==> src/rtl/pattern_player_if.sv <==
// Loader-side bus of pattern_player: valid/ready write handshake plus one
// pattern record (stimulus, expected response, compare mask).
interface pattern_player_if #(
  parameter int NINPUTS  = 5,
  parameter int NOUTPUTS = 2
);
  logic                load_valid;
  logic                load_ready;
  logic [NINPUTS-1:0]  load_pi;
  logic [NOUTPUTS-1:0] load_xpct;
  logic [NOUTPUTS-1:0] load_mask;

  // Pattern source (host or ROM) drives the record, player answers ready.
  modport master (output load_valid, load_pi, load_xpct, load_mask,
                  input  load_ready);
  modport slave  (input  load_valid, load_pi, load_xpct, load_mask,
                  output load_ready);
endinterface

==> src/rtl/pattern_player.sv <==
// pattern_player: buffers {stimulus, expected, mask} records, applies them one
// at a time to a DUT, strobes the DUT outputs SETTLE cycles later and keeps
// pass/fail statistics for the run.
module pattern_player #(
  parameter int NINPUTS  = 5,
  parameter int NOUTPUTS = 2,
  parameter int DEPTH    = 16,
  parameter int SETTLE   = 2,
  parameter int CNTW     = 16
) (
  input  logic                       clk,
  input  logic                       rst,
  input  logic                       clear,
  input  logic                       start,
  input  logic                       stop_on_fail,
  pattern_player_if.slave            ld,
  output logic [NINPUTS-1:0]         pi_out,
  input  logic [NOUTPUTS-1:0]        po_in,
  output logic                       busy,
  output logic                       done,
  output logic                       fail_pulse,
  output logic [$clog2(DEPTH)-1:0]   fail_pat,
  output logic [NOUTPUTS-1:0]        fail_bits,
  output logic [CNTW-1:0]            fail_count,
  output logic                       first_fail_valid,
  output logic [$clog2(DEPTH)-1:0]   first_fail_pat,
  output logic [$clog2(DEPTH):0]     pat_count
);
  localparam int AW = $clog2(DEPTH);
  // Wait counter needs at least one bit even when SETTLE is 0.
  localparam int WW = (SETTLE > 0) ? $clog2(SETTLE + 1) : 1;
  localparam logic [WW-1:0] WAIT_INIT = WW'(SETTLE);
  localparam logic [AW:0]   FULL      = (AW+1)'(DEPTH);

  typedef enum logic [1:0] {S_IDLE, S_RUN, S_DONE} state_t;

  // Pattern buffer (no reset needed: occupancy is tracked by r_wr_ptr)
  logic [NINPUTS-1:0]  r_mem_pi [DEPTH];
  logic [NOUTPUTS-1:0] r_mem_xp [DEPTH];
  logic [NOUTPUTS-1:0] r_mem_mk [DEPTH];

  state_t              r_state;
  logic [AW:0]         r_wr_ptr;      // also the entry count
  logic [AW-1:0]       r_idx;
  logic [WW-1:0]       r_wait;
  logic                r_sof;
  logic [NINPUTS-1:0]  r_pi_out;
  logic                r_busy;
  logic                r_done;
  logic                r_fail_pulse;
  logic [AW-1:0]       r_fail_pat;
  logic [NOUTPUTS-1:0] r_fail_bits;
  logic [CNTW-1:0]     r_fail_count;
  logic                r_ff_valid;
  logic [AW-1:0]       r_ff_pat;
  logic [AW:0]         r_pat_count;

  logic                w_load_ready;
  logic                w_wr;
  logic                w_clear;
  logic [NOUTPUTS-1:0] w_mis;
  logic                w_last;
  logic [AW-1:0]       w_idx_nx;
  logic [CNTW-1:0]     w_fc_inc;

  assign w_load_ready = (r_state != S_RUN) && (r_wr_ptr < FULL);
  assign w_wr         = ld.load_valid && w_load_ready;
  // clear is only honoured outside a run and beats a simultaneous start
  assign w_clear      = clear && (r_state != S_RUN);
  assign w_mis        = (po_in ^ r_mem_xp[r_idx]) & r_mem_mk[r_idx];
  assign w_last       = ({1'b0, r_idx} == (r_wr_ptr - (AW+1)'(1)));
  assign w_idx_nx     = r_idx + AW'(1);
  assign w_fc_inc     = (r_fail_count == '1) ? r_fail_count
                                             : r_fail_count + CNTW'(1);

  // Buffer write port: one record per accepted handshake
  always_ff @(posedge clk) begin
    if (w_wr) begin
      r_mem_pi[r_wr_ptr[AW-1:0]] <= ld.load_pi;
      r_mem_xp[r_wr_ptr[AW-1:0]] <= ld.load_xpct;
      r_mem_mk[r_wr_ptr[AW-1:0]] <= ld.load_mask;
    end
  end

  // Run controller: loading, clear/start, apply/settle/strobe sequencing
  always_ff @(posedge clk) begin
    if (rst) begin
      r_state      <= S_IDLE;
      r_wr_ptr     <= '0;
      r_idx        <= '0;
      r_wait       <= '0;
      r_sof        <= 1'b0;
      r_pi_out     <= '0;
      r_busy       <= 1'b0;
      r_done       <= 1'b0;
      r_fail_pulse <= 1'b0;
      r_fail_pat   <= '0;
      r_fail_bits  <= '0;
      r_fail_count <= '0;
      r_ff_valid   <= 1'b0;
      r_ff_pat     <= '0;
      r_pat_count  <= '0;
    end else begin
      r_fail_pulse <= 1'b0;

      if (w_clear)   r_wr_ptr <= '0;
      else if (w_wr) r_wr_ptr <= r_wr_ptr + (AW+1)'(1);

      case (r_state)
        S_IDLE, S_DONE: begin
          if (w_clear || start) begin
            // Both clear and start wipe the previous run's results
            r_fail_pat   <= '0;
            r_fail_bits  <= '0;
            r_fail_count <= '0;
            r_ff_valid   <= 1'b0;
            r_ff_pat     <= '0;
            r_pat_count  <= '0;
          end
          if (w_clear) begin
            r_done  <= 1'b0;
            r_state <= S_IDLE;
          end else if (start) begin
            if (r_wr_ptr == '0) begin
              r_done  <= 1'b1;
              r_busy  <= 1'b0;
              r_state <= S_DONE;
            end else begin
              r_pi_out <= r_mem_pi[0];
              r_idx    <= '0;
              r_wait   <= WAIT_INIT;
              r_sof    <= stop_on_fail;
              r_busy   <= 1'b1;
              r_done   <= 1'b0;
              r_state  <= S_RUN;
            end
          end
        end

        S_RUN: begin
          if (r_wait != '0) begin
            r_wait <= r_wait - WW'(1);
          end else begin
            r_pat_count <= r_pat_count + (AW+1)'(1);
            if (w_mis != '0) begin
              r_fail_pulse <= 1'b1;
              r_fail_pat   <= r_idx;
              r_fail_bits  <= w_mis;
              r_fail_count <= w_fc_inc;
              if (!r_ff_valid) begin
                r_ff_valid <= 1'b1;
                r_ff_pat   <= r_idx;
              end
            end
            if (w_last || (r_sof && (w_mis != '0))) begin
              r_busy  <= 1'b0;
              r_done  <= 1'b1;
              r_state <= S_DONE;
            end else begin
              // next pattern goes out on the same edge as this strobe
              r_idx    <= w_idx_nx;
              r_pi_out <= r_mem_pi[w_idx_nx];
              r_wait   <= WAIT_INIT;
            end
          end
        end

        default: r_state <= S_IDLE;
      endcase
    end
  end

  assign ld.load_ready      = w_load_ready;
  assign pi_out             = r_pi_out;
  assign busy               = r_busy;
  assign done               = r_done;
  assign fail_pulse         = r_fail_pulse;
  assign fail_pat           = r_fail_pat;
  assign fail_bits          = r_fail_bits;
  assign fail_count         = r_fail_count;
  assign first_fail_valid   = r_ff_valid;
  assign first_fail_pat     = r_ff_pat;
  assign pat_count          = r_pat_count;
endmodule
==> src/flat_wrapper.sv <==
// flat-port wrapper written by rule: the top's interface ports become plain ports
module pattern_player_flat 
#(
  parameter int NINPUTS  = 5,
  parameter int NOUTPUTS = 2,
  parameter int DEPTH    = 16,
  parameter int SETTLE   = 2,
  parameter int CNTW     = 16
)
  (clk, rst, clear, start, stop_on_fail, pi_out, po_in, busy, done, fail_pulse, fail_pat, fail_bits, fail_count, first_fail_valid, first_fail_pat, pat_count, ld_load_valid, ld_load_pi, ld_load_xpct, ld_load_mask, ld_load_ready);
  pattern_player_if #(.NINPUTS(NINPUTS), .NOUTPUTS(NOUTPUTS)) ld_i ();
  input  logic clk;
  input  logic rst;
  input  logic clear;
  input  logic start;
  input  logic stop_on_fail;
  output logic [NINPUTS-1:0] pi_out;
  input  logic [NOUTPUTS-1:0] po_in;
  output logic busy;
  output logic done;
  output logic fail_pulse;
  output logic [$clog2(DEPTH)-1:0] fail_pat;
  output logic [NOUTPUTS-1:0] fail_bits;
  output logic [CNTW-1:0] fail_count;
  output logic first_fail_valid;
  output logic [$clog2(DEPTH)-1:0] first_fail_pat;
  output logic [$clog2(DEPTH):0] pat_count;
  input wire logic [$bits(ld_i.load_valid)-1:0] ld_load_valid;
  input wire logic [$bits(ld_i.load_pi)-1:0] ld_load_pi;
  input wire logic [$bits(ld_i.load_xpct)-1:0] ld_load_xpct;
  input wire logic [$bits(ld_i.load_mask)-1:0] ld_load_mask;
  output wire logic [$bits(ld_i.load_ready)-1:0] ld_load_ready;
  assign ld_i.load_valid = ld_load_valid;
  assign ld_i.load_pi = ld_load_pi;
  assign ld_i.load_xpct = ld_load_xpct;
  assign ld_i.load_mask = ld_load_mask;
  assign ld_load_ready = ld_i.load_ready;
  pattern_player #(.NINPUTS(NINPUTS), .NOUTPUTS(NOUTPUTS), .DEPTH(DEPTH), .SETTLE(SETTLE), .CNTW(CNTW)) u_core (.clk(clk), .rst(rst), .clear(clear), .start(start), .stop_on_fail(stop_on_fail), .ld(ld_i), .pi_out(pi_out), .po_in(po_in), .busy(busy), .done(done), .fail_pulse(fail_pulse), .fail_pat(fail_pat), .fail_bits(fail_bits), .fail_count(fail_count), .first_fail_valid(first_fail_valid), .first_fail_pat(first_fail_pat), .pat_count(pat_count));
endmodule
==> config.mk <==
export PLATFORM = sky130hd
export DESIGN_NAME = pattern_player_flat
export DESIGN_NICKNAME = d
export VERILOG_FILES = /design/src/rtl/pattern_player_if.sv /design/src/rtl/pattern_player.sv /design/src/flat_wrapper.sv
export SDC_FILE = /design/constraint.sdc
export NUM_CORES = 1
export LEC_CHECK = 0
export BUFFER_PORTS_ARGS = -buffer_cell sky130_fd_sc_hd__buf_2
export CAP_MARGIN = 20
export CORE_UTILIZATION = 50
export DETAILED_ROUTE_END_ITERATION = 8
export PLACE_DENSITY_LB_ADDON = 0.05
export SLEW_MARGIN = 15
export SYNTH_ARGS = -nofsm -noshare
export SYNTH_HDL_FRONTEND = slang
export SYNTH_SLANG_ARGS = --single-unit
==> constraint.sdc <==
create_clock -name clk -period 9.3 [get_ports clk]
set_input_delay 1.86 -clock clk [delete_from_list [all_inputs] [get_ports clk]]
set_output_delay 1.86 -clock clk [all_outputs]
set_load 0.05 [all_outputs]
==> impl_metrics.csv, run 1 <==
group,metric,value,unit
hold_path,hp-class,"flop to flop",
routing,viasPerCell,5.73,
routing,firstDrtPassIters,4,
critical_path,endpoint_kind,"flop",
synth,syn_inst,558,
layout,final_util,58.8,%
job,cap_violations,0,
power_and_ir_drop,power_density,195,nW/um2
critical_path,worstSetupStartpointType,"flop",
timing,slew_headroom,33.8,%
routing,route.met3.wl,963,um
routing,top_layer,"met4",
synth,synthFlopType,"edfxtp_1",
placed_design,gp_routability_congestion,0.821,
cts,ctsHoldBuffers,0,
timing,period_needed,3.85,ns
synth,ys_types,62,
layout,layout_commonest_cell,"edfxtp_1",
routing,route.met2.wl,9.14,mm
cts,cts_buffers,22,
die,die-area,17400,um2
timing,hold_ws,0.458,ns
critical_path,cp_max_fo,15,
placed_design,dp_hpwl,12.1,mm
placed_design,port_buffers,57,
die,start_util,51.1,%
timing,rsz0062_at_grt,"no",
global_route,grt_max_degree,37,
layout,fin_nets,658,
cts,clk_latency,0.53,ns
layout,area_growth,15.0,%
power_and_ir_drop,p_leak,3.35,nW
run_status,status,"complete, no violations",
routing,wirelength,18.4,mm
cts,cts.clk_slew.worst_paths,0.06,ns
cts,cts_resized,0,
die,rows,47,
die,die_w,132,um
timing,setup_ws,5.45,ns
timing,hold_viol,0,
timing,clock.fmax,260,MHz
timing,skew,0.0222,ns
synth,synth.avg_cell_area,15.1,um2
timing,worst_slew_pin_slew,0.993,ns
synth,synth_edf_count,144,
synth,postSynthNetCount,585,
synth,ys_warn_count,0,
layout,drive_gt1_share,24.1,%
layout,fin_area,9720,um2
timing,fin_tns_setup,0,ns
routing,drt-initial-drc-count,370,
critical_path,worstPathRequired,9.69,ns
layout,instances_no_fill,867,
die,die_h,132,um
global_route,grt_pass1_wl,28.8,mm
critical_path,crit_type,"flop to flop",
layout,final_cell_mix,"edfxtp_1 (144), dfxtp_1 (58), buf_2 (57)",
power_and_ir_drop,power.total,1.89,mW
timing,post-route-period-util,41.4,%
critical_path,cp.arrival,4.24,ns
cts,clockBufferDepth,3,
cts,cts-root-buf,"clkbuf_16",
synth,synth-seq-cells,202,
die,io_pins,58,
timing,setup_violations,0,
synth,yosysSeqAreaShare,64.9,%
routing,drc,0,
global_route,gr-usage-all-layers,21.9,%
routing,wl_per_cell,21.2,um
layout,diodes,0,
placed_design,post_dp_cell_area,9010,um2
routing,vias,4966,
routing,drtAntennaViolNets,0,
synth,async_flop_share,0,%
cts,h-tree-depth,1,
power_and_ir_drop,vdd_drop_max,0.000133,V
global_route,grt_pass1_vias,4998,
cts,post-cts-setup-buffers,0,
placed_design,dpl.cell_count,827,
die,coreArea,16500,um2
cts,clock_sinks,202,
cts,cts_tree,"done",
global_route,antenna_found_initial,0,
synth,netlist_area,8450,um2
global_route,gr-total-overflow,0,
timing,maxSlewViolCount,0,
placed_design,place_ws,5.14,ns
routing,wl_met1,7.94,mm
path summary, 6_finish.rpt:
kind,from,end,slack (ns),depth (start not counted)
min reg2reg,u_core.first_fail_pat[3],u_core.first_fail_pat[3],0.46,1
min,u_core.first_fail_pat[3],u_core.first_fail_pat[3],0.46,1
max,flop,u_core.fail_pat[3],5.45,7
max reg2reg,flop,u_core.fail_pat[3],5.45,7
registers in the layout, indices dropped and copies added (netlist names), 2 cells and up, named ones only:
register               flops
u_core.r_wait              2
u_core.r_state             2
u_core.pi_out              5
u_core.r_mem_pi           80
u_core.fail_bits           2
u_core.fail_count         16
u_core.pat_count           5
u_core.r_mem_xp           32
u_core.r_wr_ptr            5
u_core.fail_pat            4
u_core.first_fail_pat      4
u_core.r_idx               4
u_core.r_mem_mk           32
cells by family after synthesis:
| kind of cell | share of synthesized area [%] |
|---|---|
| XOR/XNOR | 1.97 |
| flip-flops | 64.9 |
| adder cells (fa/ha/maj) | 1.48 |
| buffers and inverters | 2.24 |
| AO/OA/AOI/OAI | 6.44 |
| multiplexers | 13.6 |
| AND/OR/NAND/NOR | 9.33 |
cell usage after synthesis, types with 8 or more instances:
cell type	count	area share (%)
mux4_2	30	8.0
edfxtp_1	144	51
nand2_1	42	1.9
mux4_1	11	3.4
inv_1	10	0.44
nand3_1	14	0.83
nor2_1	52	2.3
a21oi_1	19	1.1
clkbuf_1	16	0.71
xor2_1	9	0.93
ha_1	10	1.5
nor3_1	8	0.47
dfxtp_1	58	14
xnor2_1	10	1.0
mux2i_1	15	1.8
nand4_1	9	0.67
final cells by class:
cell class	count	area [um2]
Fill cell	1314	6810
Sequential cell	202	5490
Multi-Input combinational cell	318	2780
Clock buffer	28	593
Timing Repair Buffer	77	439
Tap cell	220	275
Clock inverter	12	111
Inverter	10	37.5
where the power goes:
group	internal (mW)	leakage [nW]	total, mW	switching [mW]
sequential	0.972	1.77	0.977	0.00535
clock	0.483	0.342	0.830	0.347
combinational	0.0249	1.24	0.0829	0.0581
worst max-delay path, cell delays in order (launching register included):
cell and delay (ns):
dfxtp_1 0.84, mux4_1 0.63, mux4_1 0.58, xor2_1 0.31
a32oi_1 0.24, a21boi_1 0.78, nor3b_1 0.11, a41o_1 0.24
per-layer routing:
metal,up-vias,global-route usage (%)
li1,2332,-
met1,2484,29.3
met2,122,37.3
met3,28,3.42
met4,0,6.27
met5,-,0
Note: power is estimated with default switching activity, not from simulation.
==> inputs of run 2 (changes only) <==
==> constraint.sdc (replaced) <==
create_clock -name clk -period 3.25 [get_ports clk]
set_input_delay 0.65 -clock clk [delete_from_list [all_inputs] [get_ports clk]]
set_output_delay 0.65 -clock clk [all_outputs]
set_load 0.05 [all_outputs]
==> run 2 against run 1 <==
  * Flip-flop and latch count stayed put
  * Non-clock buffer count is 27 higher
  * Via count is 4.9% higher
  * Cell count is 2.9% higher
  * Core utilization is 1.3 points higher
  * Clock power grew to 2.9 times the previous value
  * Fmax is 27% higher
  * Clock-buffer cell count is 1 higher
  * Routed wire length is 2.9% higher
  * Sequential share of layout area is 1.2 points lower
  * Critical path type unchanged
  * Critical endpoint is now u_core.fail_count[7]
==> impl_metrics.csv, run 2 (synthesis gave the netlist of run 1 again) <==
group,metric,value,unit
timing,post-route-period-util,93.2,%
layout,drive_gt1_share,27.1,%
critical_path,worstPathRequired,3.65,ns
critical_path,worstSetupStartpointType,"flop",
die,die-area,17400,um2
critical_path,cp.arrival,3.43,ns
cts,cts_tree,"done",
layout,instances_no_fill,892,
timing,slew_headroom,60.7,%
routing,wl_per_cell,21.3,um
job,cap_violations,0,
placed_design,place_ws,0.0112,ns
cts,ctsHoldBuffers,0,
timing,worst_slew_pin_slew,0.587,ns
power_and_ir_drop,power.total,5.44,mW
routing,vias,5209,
power_and_ir_drop,vdd_drop_max,0.000409,V
timing,skew,0.0118,ns
layout,final_cell_mix,"edfxtp_1 (144), dfxtp_1 (58), buf_2 (57)",
timing,clock.fmax,330,MHz
cts,clk_latency,0.51,ns
cts,cts_buffers,22,
placed_design,gp_routability_congestion,0.809,
cts,h-tree-depth,1,
global_route,antenna_found_initial,0,
timing,fin_tns_setup,0,ns
timing,setup_ws,0.222,ns
hold_path,holdPathStages,3,
power_and_ir_drop,power_density,548,nW/um2
layout,fin_area,9930,um2
power_and_ir_drop,p_leak,3.48,nW
layout,largest_reg_flops,80,
placed_design,dp_hpwl,12.8,mm
global_route,met2_usage,36.9,%
timing,maxSlewViolCount,0,
routing,wirelength,19.0,mm
hold_path,hp-start,"stop_on_fail",
placed_design,port_buffers,57,
placed_design,post_dp_cell_area,9210,um2
global_route,grt_pass1_wl,29.5,mm
routing,firstDrtPassIters,5,
layout,layout_commonest_cell,"edfxtp_1",
critical_path,endpoint_kind,"flop",
global_route,gr-total-overflow,0,
cts,clock_sinks,202,
timing,rsz0062_at_grt,"no",
routing,viasPerCell,5.84,
placed_design,dpl.cell_count,852,
critical_path,cp_max_fo,8,
routing,drtAntennaViolNets,0,
layout,area_growth,17.5,%
cts,clockBufferDepth,3,
critical_path,ff2ff_path_depth,9,
global_route,grt_pass1_vias,5090,
global_route,busiest_layer,"met2",
critical_path,reg2reg_to,"u_core.fail_count[7]",
cts,cts-root-buf,"clkbuf_16",
cts,cts.clk_slew.worst_paths,0.06,ns
hold_path,hp-class,"input pin to flop",
die,die_w,132,um
routing,drt-initial-drc-count,350,
layout,final_util,60.1,%
die,die_h,132,um
global_route,grtUsageMet1,30.4,%
timing,setup_violations,0,
die,io_pins,58,
layout,fin_nets,685,
critical_path,crit_type,"flop to flop",
timing,period_needed,3.03,ns
die,rows,47,
run_status,status,"complete, no violations",
global_route,use_met3,4.23,%
timing,hold_ws,0.461,ns
hold_path,whs_endpoint,"u_core.r_sof",
global_route,gr-usage-all-layers,22.4,%
critical_path,rrSetupSlack,0.22,ns
routing,drc,0,
global_route,grt_max_degree,36,
die,coreArea,16500,um2
timing,hold_viol,0,
die,start_util,51.1,%
layout,diodes,0,
-- run 2: worst max path at each step --
stage	end	slack (ns)	depth (start not counted)
2_1_floorplan	u_core.r_mem_mk[3][0]	0.22	7
3_3_place_gp	flop	0.05	7
5_1_grt	u_core.pi_out[2]	0.04	8
4_1_cts	u_core.fail_pat[3]	0.07	7
6_report	u_core.fail_count[7]	0.22	9
3_5_place_dp	flop	0.01	7
-- run 2: final cells by class --
| class | count | area, um2 |
|---|---|---|
| timing repair buffer | 104 | 651 |
| tap | 220 | 275 |
| inverter | 10 | 37.5 |
| multi-input combinational | 318 | 2790 |
| sequential | 202 | 5490 |
| clock inverter | 9 | 100 |
| clock buffer | 29 | 591 |
| fill | 1312 | 6600 |
-- run 2: metal layers --
layer	wire length (um)	part of all wire, %
met1	8310	44
met5	0	0
met4	504	2.7
met2	9170	48
met3	977	5.2
-- run 2: what timing repair did --
| item | in CTS | in global routing |
|---|---|---|
| gates cloned | 0 | 0 |
| endpoints found under the setup margin | 1 | 14 |
| pin swaps | 0 | 1 |
| buffers inserted | 0 | 2 |
| resized for setup | 1 | 2 |
-- run 2: worst max-delay path, stage by stage (launching register included) --
cell     delay (ns)
dfxtp_1        0.47
mux4_1         0.59
mux4_1         0.53
xor2_1         0.19
buf_4          0.16
a32oi_2        0.10
buf_4          0.21
a21oi_2        0.34
a21oi_1        0.13
a31o_2         0.22
-- run 2: power by group --
| part | switching [mW] | leakage, nW | total (mW) | internal, mW |
|---|---|---|---|---|
| Sequential | 0.0155 | 1.77 | 2.80 | 2.78 |
| Clock | 0.955 | 0.336 | 2.39 | 1.43 |
| Combinational | 0.172 | 1.38 | 0.255 | 0.0830 |
| Total | 1.14 | 3.48 | 5.44 | 4.30 |
